$ cat src/rtl/ps2_port.sv
// ps2_port: bidirectional PS/2 port; rx frames -> byte FIFO, tx command bytes with inhibit/request/ack.
// Latency: raw line change -> filtered edge in 2+FILTER_LEN clk; FIFO push lands the cycle after the stop fall.
// Backpressure: rx_valid/rx_ready pop; a good frame arriving while the FIFO is full is dropped (rx_overflow).
// Ports: clk/reset (async, active low); ps2_clk_i/ps2_data_i raw lines, ps2_clk_oe/ps2_data_oe open-drain
// pulls; rx_data/rx_valid/rx_ready FIFO head, rx_err/rx_overflow pulses; tx_data/tx_valid/tx_ready command,
// tx_ack/tx_nack pulses; busy = either direction mid-transfer.
module ps2_port #(
  parameter int FILTER_LEN     = 4,
  parameter int FIFO_DEPTH     = 8,
  parameter int RX_TIMEOUT     = 2000,
  parameter int INHIBIT_CYCLES = 200,
  parameter int TX_TIMEOUT     = 30000
) (
  input  logic       clk,
  input  logic       reset,
  input  logic       ps2_clk_i,
  input  logic       ps2_data_i,
  output logic       ps2_clk_oe,
  output logic       ps2_data_oe,
  output logic [7:0] rx_data,
  output logic       rx_valid,
  input  logic       rx_ready,
  output logic       rx_err,
  output logic       rx_overflow,
  input  logic [7:0] tx_data,
  input  logic       tx_valid,
  output logic       tx_ready,
  output logic       tx_ack,
  output logic       tx_nack,
  output logic       busy
);

  localparam int AW  = $clog2(FIFO_DEPTH);
  localparam int RTW = $clog2(RX_TIMEOUT + 1);
  localparam int TMX = (TX_TIMEOUT > INHIBIT_CYCLES) ? TX_TIMEOUT : INHIBIT_CYCLES;
  localparam int TCW = $clog2(TMX + 1);

  typedef enum logic [1:0] {R_IDLE, R_DATA, R_PAR, R_STOP} rx_state_t;
  typedef enum logic [2:0] {T_IDLE, T_INH, T_REQ, T_BITS, T_ACK, T_WAIT} tx_state_t;

  rx_state_t rx_state;
  tx_state_t tx_state;

  // ---------------- input conditioning ----------------
  logic [1:0] clk_sync, data_sync;
  logic       clk_f, data_f, fall;
  logic [3:0] clk_cnt, data_cnt;

  always_ff @(posedge clk or negedge reset) begin
    if (!reset) begin
      clk_sync  <= 2'b11;
      data_sync <= 2'b11;
      clk_f     <= 1'b1;
      data_f    <= 1'b1;
      clk_cnt   <= '0;
      data_cnt  <= '0;
      fall      <= 1'b0;
    end else begin
      clk_sync  <= {clk_sync[0], ps2_clk_i};
      data_sync <= {data_sync[0], ps2_data_i};
      fall      <= 1'b0;
      // The count tracks consecutive samples that disagree with the filtered value.
      if (clk_sync[1] == clk_f) begin
        clk_cnt <= '0;
      end else if (clk_cnt == 4'(FILTER_LEN - 1)) begin
        clk_f   <= clk_sync[1];
        clk_cnt <= '0;
        fall    <= clk_f;  // old value 1 means this change is 1->0
      end else begin
        clk_cnt <= clk_cnt + 4'd1;
      end
      if (data_sync[1] == data_f) begin
        data_cnt <= '0;
      end else if (data_cnt == 4'(FILTER_LEN - 1)) begin
        data_f   <= data_sync[1];
        data_cnt <= '0;
      end else begin
        data_cnt <= data_cnt + 4'd1;
      end
    end
  end

  // ---------------- receive ----------------
  logic [7:0]     rx_shift;
  logic           rx_par;
  logic [2:0]     rx_bits;
  logic [RTW-1:0] rx_tcnt;
  logic           rx_fall, push, full, pop, wr;

  // Falls produced while we drive the bus are ours, not device data.
  assign rx_fall = fall & (tx_state == T_IDLE);
  assign push    = rx_fall & (rx_state == R_STOP) & data_f & (^{rx_shift, rx_par});

  always_ff @(posedge clk or negedge reset) begin
    if (!reset) begin
      rx_state    <= R_IDLE;
      rx_shift    <= '0;
      rx_par      <= 1'b0;
      rx_bits     <= '0;
      rx_tcnt     <= '0;
      rx_err      <= 1'b0;
      rx_overflow <= 1'b0;
    end else begin
      rx_err      <= 1'b0;
      rx_overflow <= push & full & ~pop;
      if (rx_state == R_IDLE) begin
        rx_tcnt <= '0;
        if (rx_fall && !data_f) begin
          rx_state <= R_DATA;
          rx_bits  <= '0;
          rx_tcnt  <= RTW'(1);
        end
      end else if (rx_fall) begin
        // Counter starts at 1 so the error lands RX_TIMEOUT cycles after the fall strobe.
        rx_tcnt <= RTW'(1);
        case (rx_state)
          R_DATA: begin
            rx_shift <= {data_f, rx_shift[7:1]};
            rx_bits  <= rx_bits + 3'd1;
            if (rx_bits == 3'd7) rx_state <= R_PAR;
          end
          R_PAR: begin
            rx_par   <= data_f;
            rx_state <= R_STOP;
          end
          default: begin
            if (!(data_f && (^{rx_shift, rx_par}))) rx_err <= 1'b1;
            rx_state <= R_IDLE;
          end
        endcase
      end else if (rx_tcnt == RTW'(RX_TIMEOUT - 1)) begin
        rx_state <= R_IDLE;
        rx_err   <= 1'b1;
      end else begin
        rx_tcnt <= rx_tcnt + RTW'(1);
      end
    end
  end

  // ---------------- rx FIFO ----------------
  logic [7:0]    mem [FIFO_DEPTH];
  logic [AW-1:0] wr_ptr, rd_ptr;
  logic [AW:0]   count;

  assign rx_valid = (count != '0);
  assign full     = (count == (AW + 1)'(FIFO_DEPTH));
  assign pop      = rx_valid & rx_ready;
  assign wr       = push & (~full | pop);
  assign rx_data  = rx_valid ? mem[rd_ptr] : 8'h00;

  always_ff @(posedge clk) begin
    if (wr) mem[wr_ptr] <= rx_shift;
  end

  always_ff @(posedge clk or negedge reset) begin
    if (!reset) begin
      wr_ptr <= '0;
      rd_ptr <= '0;
      count  <= '0;
    end else begin
      if (wr)  wr_ptr <= wr_ptr + AW'(1);
      if (pop) rd_ptr <= rd_ptr + AW'(1);
      case ({wr, pop})
        2'b10:   count <= count + (AW + 1)'(1);
        2'b01:   count <= count - (AW + 1)'(1);
        default: count <= count;
      endcase
    end
  end

  // ---------------- transmit ----------------
  logic [8:0]     tx_shift;  // {parity, data}, shifted out LSB first
  logic [3:0]     tx_bits;
  logic [TCW-1:0] tx_cnt;
  logic           rdy_en;     // keeps tx_ready low while reset is asserted

  assign tx_ready = rdy_en & (tx_state == T_IDLE) & (rx_state == R_IDLE);
  assign busy     = (rx_state != R_IDLE) | (tx_state != T_IDLE);

  always_ff @(posedge clk or negedge reset) begin
    if (!reset) begin
      tx_state    <= T_IDLE;
      tx_shift    <= '0;
      tx_bits     <= '0;
      tx_cnt      <= '0;
      ps2_clk_oe  <= 1'b0;
      ps2_data_oe <= 1'b0;
      tx_ack      <= 1'b0;
      tx_nack     <= 1'b0;
      rdy_en      <= 1'b0;
    end else begin
      tx_ack  <= 1'b0;
      tx_nack <= 1'b0;
      rdy_en  <= 1'b1;
      case (tx_state)
        T_IDLE: begin
          if (tx_valid && tx_ready) begin
            tx_shift   <= {~(^tx_data), tx_data};
            tx_cnt     <= '0;
            ps2_clk_oe <= 1'b1;
            tx_state   <= T_INH;
          end
        end
        T_INH: begin
          if (tx_cnt == TCW'(INHIBIT_CYCLES - 1)) begin
            // Request-to-send: start bit low, clock handed back to the device.
            tx_cnt      <= '0;
            ps2_clk_oe  <= 1'b0;
            ps2_data_oe <= 1'b1;
            tx_bits     <= '0;
            tx_state    <= T_REQ;
          end else begin
            tx_cnt <= tx_cnt + TCW'(1);
          end
        end
        default: begin
          if (tx_cnt == TCW'(TX_TIMEOUT - 1)) begin
            ps2_clk_oe  <= 1'b0;
            ps2_data_oe <= 1'b0;
            tx_nack     <= 1'b1;
            tx_state    <= T_IDLE;
          end else begin
            tx_cnt <= tx_cnt + TCW'(1);
            case (tx_state)
              T_REQ: tx_state <= T_BITS;
              T_BITS: begin
                if (fall) begin
                  if (tx_bits == 4'd9) begin
                    ps2_data_oe <= 1'b0;  // stop bit: line released high
                    tx_state    <= T_ACK;
                  end else begin
                    ps2_data_oe <= ~tx_shift[0];
                    tx_shift    <= {1'b0, tx_shift[8:1]};
                    tx_bits     <= tx_bits + 4'd1;
                  end
                end
              end
              T_ACK: begin
                if (fall) begin
                  if (!data_f) tx_ack  <= 1'b1;
                  else         tx_nack <= 1'b1;
                  tx_state <= T_WAIT;
                end
              end
              T_WAIT:  if (clk_f && data_f) tx_state <= T_IDLE;
              default: tx_state <= T_IDLE;
            endcase
          end
        end
      endcase
    end
  end

endmodule
$ cat config.mk
export PLATFORM = sky130hd
export DESIGN_NAME = ps2_port
export DESIGN_NICKNAME = d
export VERILOG_FILES = /design/src/rtl/ps2_port.sv
export SDC_FILE = /design/constraint.sdc
export NUM_CORES = 1
export LEC_CHECK = 0
export CORE_MARGIN = 3
export CORE_UTILIZATION = 45
export CTS_CLUSTER_DIAMETER = 30
export DETAILED_ROUTE_END_ITERATION = 12
export GPL_TIMING_DRIVEN = 1
export PLACE_DENSITY = 0.67
export RECOVER_POWER = 25
export SKIP_LAST_GASP = 1
export SLEW_MARGIN = 20
export SYNTH_ARGS = -nofsm -noshare
export SYNTH_HDL_FRONTEND = slang
export SYNTH_SLANG_ARGS = --single-unit
$ cat constraint.sdc
create_clock -name clk -period 3.05 [get_ports clk]
set_clock_uncertainty 0.1 [all_clocks]
set_input_delay 0.915 -clock clk [delete_from_list [all_inputs] [get_ports clk]]
set_output_delay 0.915 -clock clk [all_outputs]
set_load 0.05 [all_outputs]
==> results.sh <==
export IMPL_status="completed"
export IMPL_dpl_cell_count=775
export IMPL_synth_top_area_cell="dfrtp_1"
export IMPL_ant_nets=0
export IMPL_gr_total_overflow=0
export IMPL_first_pass_iters=4
export IMPL_holdWs_ns=0.2553
export IMPL_clkTransAtPathRegs_ns=0.06
export IMPL_hold_viol=0
export IMPL_drc_errors=0
export IMPL_worst_ir_drop_vdd_uv=516.6
export IMPL_fill_cells=1224
export IMPL_drive_above_1_share=0.1824
export IMPL_io_pins=31
export IMPL_finalCritPeriodShare=0.9735
export IMPL_synth_area_per_cell_um2=12.47
export IMPL_clk_path_buf_depth=2
export IMPL_gp_congestion=0.7754
export IMPL_setup_slack_ns=0.08068
export IMPL_cts_inserted_buffers=17
export IMPL_synthCells=558
export IMPL_ys_seq_area_frac=0.5939
export IMPL_core_region_area_um2=14810
export IMPL_areaGrowthSynthToFinish_pct=18.40
export IMPL_clock_latency_ns=0.42
export IMPL_antenna_found_initial=0
export IMPL_row_count=44
export IMPL_grt_start_max_net_pins=50
export IMPL_ys_top_cells_by_count="dfrtp_1 (82), edfxtp_1 (64), nor2_1 (49), nand2_1 (37), nand3_1 (28)"
export IMPL_grt_pass1_vias=4551
export IMPL_wl_per_cell_um=16.39
export IMPL_worstPathArrival_ns=1.95
export IMPL_holdBufCountCts=0
export IMPL_rsz0062_at_grt="yes"
export IMPL_start_kind="flop"
export IMPL_first_iter_violations=278
export IMPL_synth_flop_cell="dfrtp_1"
export IMPL_nets=642
export IMPL_clockRootBuffer="clkbuf_16"
export IMPL_syn_cell_area_um2=6957
export IMPL_synth_edf_count=64
export IMPL_portBuffers=30
export IMPL_yosysWarningCount=0
export IMPL_slew_viol_final=0
export IMPL_synth_most_common_cell="dfrtp_1"
export IMPL_maxCapViolCount=0
export IMPL_power_density_nw_per_um2=709.3
export IMPL_dieArea_um2=16990
export IMPL_holdCritPathClass="reg2reg"
export IMPL_fin_util=0.5562
export IMPL_vias=4408
export IMPL_tritoncts="yes"
export IMPL_finalPower_mw=5.843
export IMPL_seq_area_um2=4133
export IMPL_multiInputGateArea_um2=2660
export IMPL_max_freq_ghz=0.3368
export IMPL_yosys_area_top_type_share=0.2950
export IMPL_synth_seq_cells=152
export IMPL_relSlewSlack=0.2911
export IMPL_dp_slack_ns=0.1737
export IMPL_design_area_um2=8237
export IMPL_synthesis_nets=587
export IMPL_synthDistinctLibCells=57
export IMPL_htreeDepth=4
export IMPL_wirelength_um=13260
export IMPL_endpoint_kind="primary output"
export IMPL_timing_final_crit_period_ns=2.969
export IMPL_finalSetupTns_ns=0
export IMPL_required_ns=2.03
export IMPL_finalNonFillerCells=809
export IMPL_leakage_nw=3.324
export IMPL_async_reset_ff_frac=0.5789
export IMPL_dp_hpwl_um=8781
export IMPL_cts_sinks=152
export IMPL_synthTopCellsByArea="dfrtp_1 (29%), edfxtp_1 (28%), mux4_2 (5.2%)"
export IMPL_vias_per_cell=5.449
export IMPL_crit_type="reg2out"
export IMPL_setup_viol=0
export IMPL_initial_utilization=0.4698
export IMPL_die_w_um=130.3
export IMPL_worstPathMaxFanout=8
export IMPL_place_area_um2=7585
export IMPL_track_usage=0.1670
export IMPL_chipHeight_um=130.3
export IMPL_num_antenna_cells=0
export IMPL_worst_pin_slew_ns=1.063
export IMPL_grt_pass1_wl_um=22010
[worst max-delay path, cell delays in order (launching register included)]
cell and delay [ns]:
dfrtp_2 0.45, clkbuf_16 0.19, mux4_2 0.49, mux2i_1 0.15, nor2_1 0.06, buf_4 0.19
[cell families after synthesis]
kind of cell             synth area share
AND/OR/NAND/NOR                    0.1394
other                           0.0005391
AO/OA/AOI/OAI                     0.06421
XOR/XNOR                          0.05809
flip-flops                         0.5939
adder cells (fa/ha/maj)           0.02698
buffers and inverters             0.02482
multiplexers                      0.09209
[final cells by class]
cell class	count	area share
inverters	18	0.008203
clock buffers	21	0.05590
clock inverters	10	0.01458
repair buffers	59	0.06866
multi-input cells	365	0.3230
flip-flops and latches	152	0.5017
well taps	184	0.02795
[where the power goes]
group / internal (mW) / switching (mW)
logic: 0.639 / 0.820
clock network: 1.25 / 0.798
registers: 2.21 / 0.124
[metal layers]
metal,vias to the layer above,GRT usage,wire length [µm]
met5,-,0,0
met4,0,0.06473,182
met3,12,0.04175,382
met2,69,0.2785,6739
met1,2187,0.2108,5955
li1,2140,-,-
[timing repair]
item                                    4_1_cts  5_1_grt
resized for setup                             0        6
endpoints found under the setup margin        0        3
setup buffers                                 0        1
endpoints found under the hold margin         0        0
[placed cells by master, fill, tap and decap left out, types with 3 or more instances in the layout]
cell type and count:
xnor2_1 23, inv_1 18, nand3b_1 4, nor3_1 15, dfrtp_1 81, a32oi_1 3, edfxtp_1 64, nor4_1 7
nor2_1 49, mux2_2 12, and3_1 12, buf_4 33, nand4_1 6, xor2_1 18, mux4_2 16, a21oi_1 27
a211oi_1 3, nand2b_1 6, clkinv_4 3, clkdlybuf4s50_1 18, nor2b_1 5, mux2i_1 11, ha_1 15, or3_1 6
nand3_1 28, nand2_1 37, buf_12 3, dfstp_2 6, o21ai_0 19, and2_1 3, clkbuf_16 19, o22ai_1 8
[sequential cells by signal, summed over array words and instances, names as in the netlist, 4 cells and up]
name	flops
tx_cnt	15
clk_cnt	4
mem	64
rx_tcnt	11
count	4
tx_shift	9
data_cnt	4
rx_shift	8
tx_bits	4
[path summary, 6_finish.rpt]
kind / end / cells after the start / slack [ns] / start
worst max register to register: count[1] / 8 / 0.17 / rx_shift[4]
worst min register to register: data_sync[1] / 0 / 0.26 / data_sync[0]
worst max-delay path: rx_data[1] / 5 / 0.08 / rd_ptr[0]
max in group asynchronous: clk_f / 2 / 1.41 / reset
worst min-delay path: data_sync[1] / 0 / 0.26 / data_sync[0]
min in group asynchronous: rx_tcnt[6] / 1 / 0.59 / reset
Power figures use the tool's default switching activity.
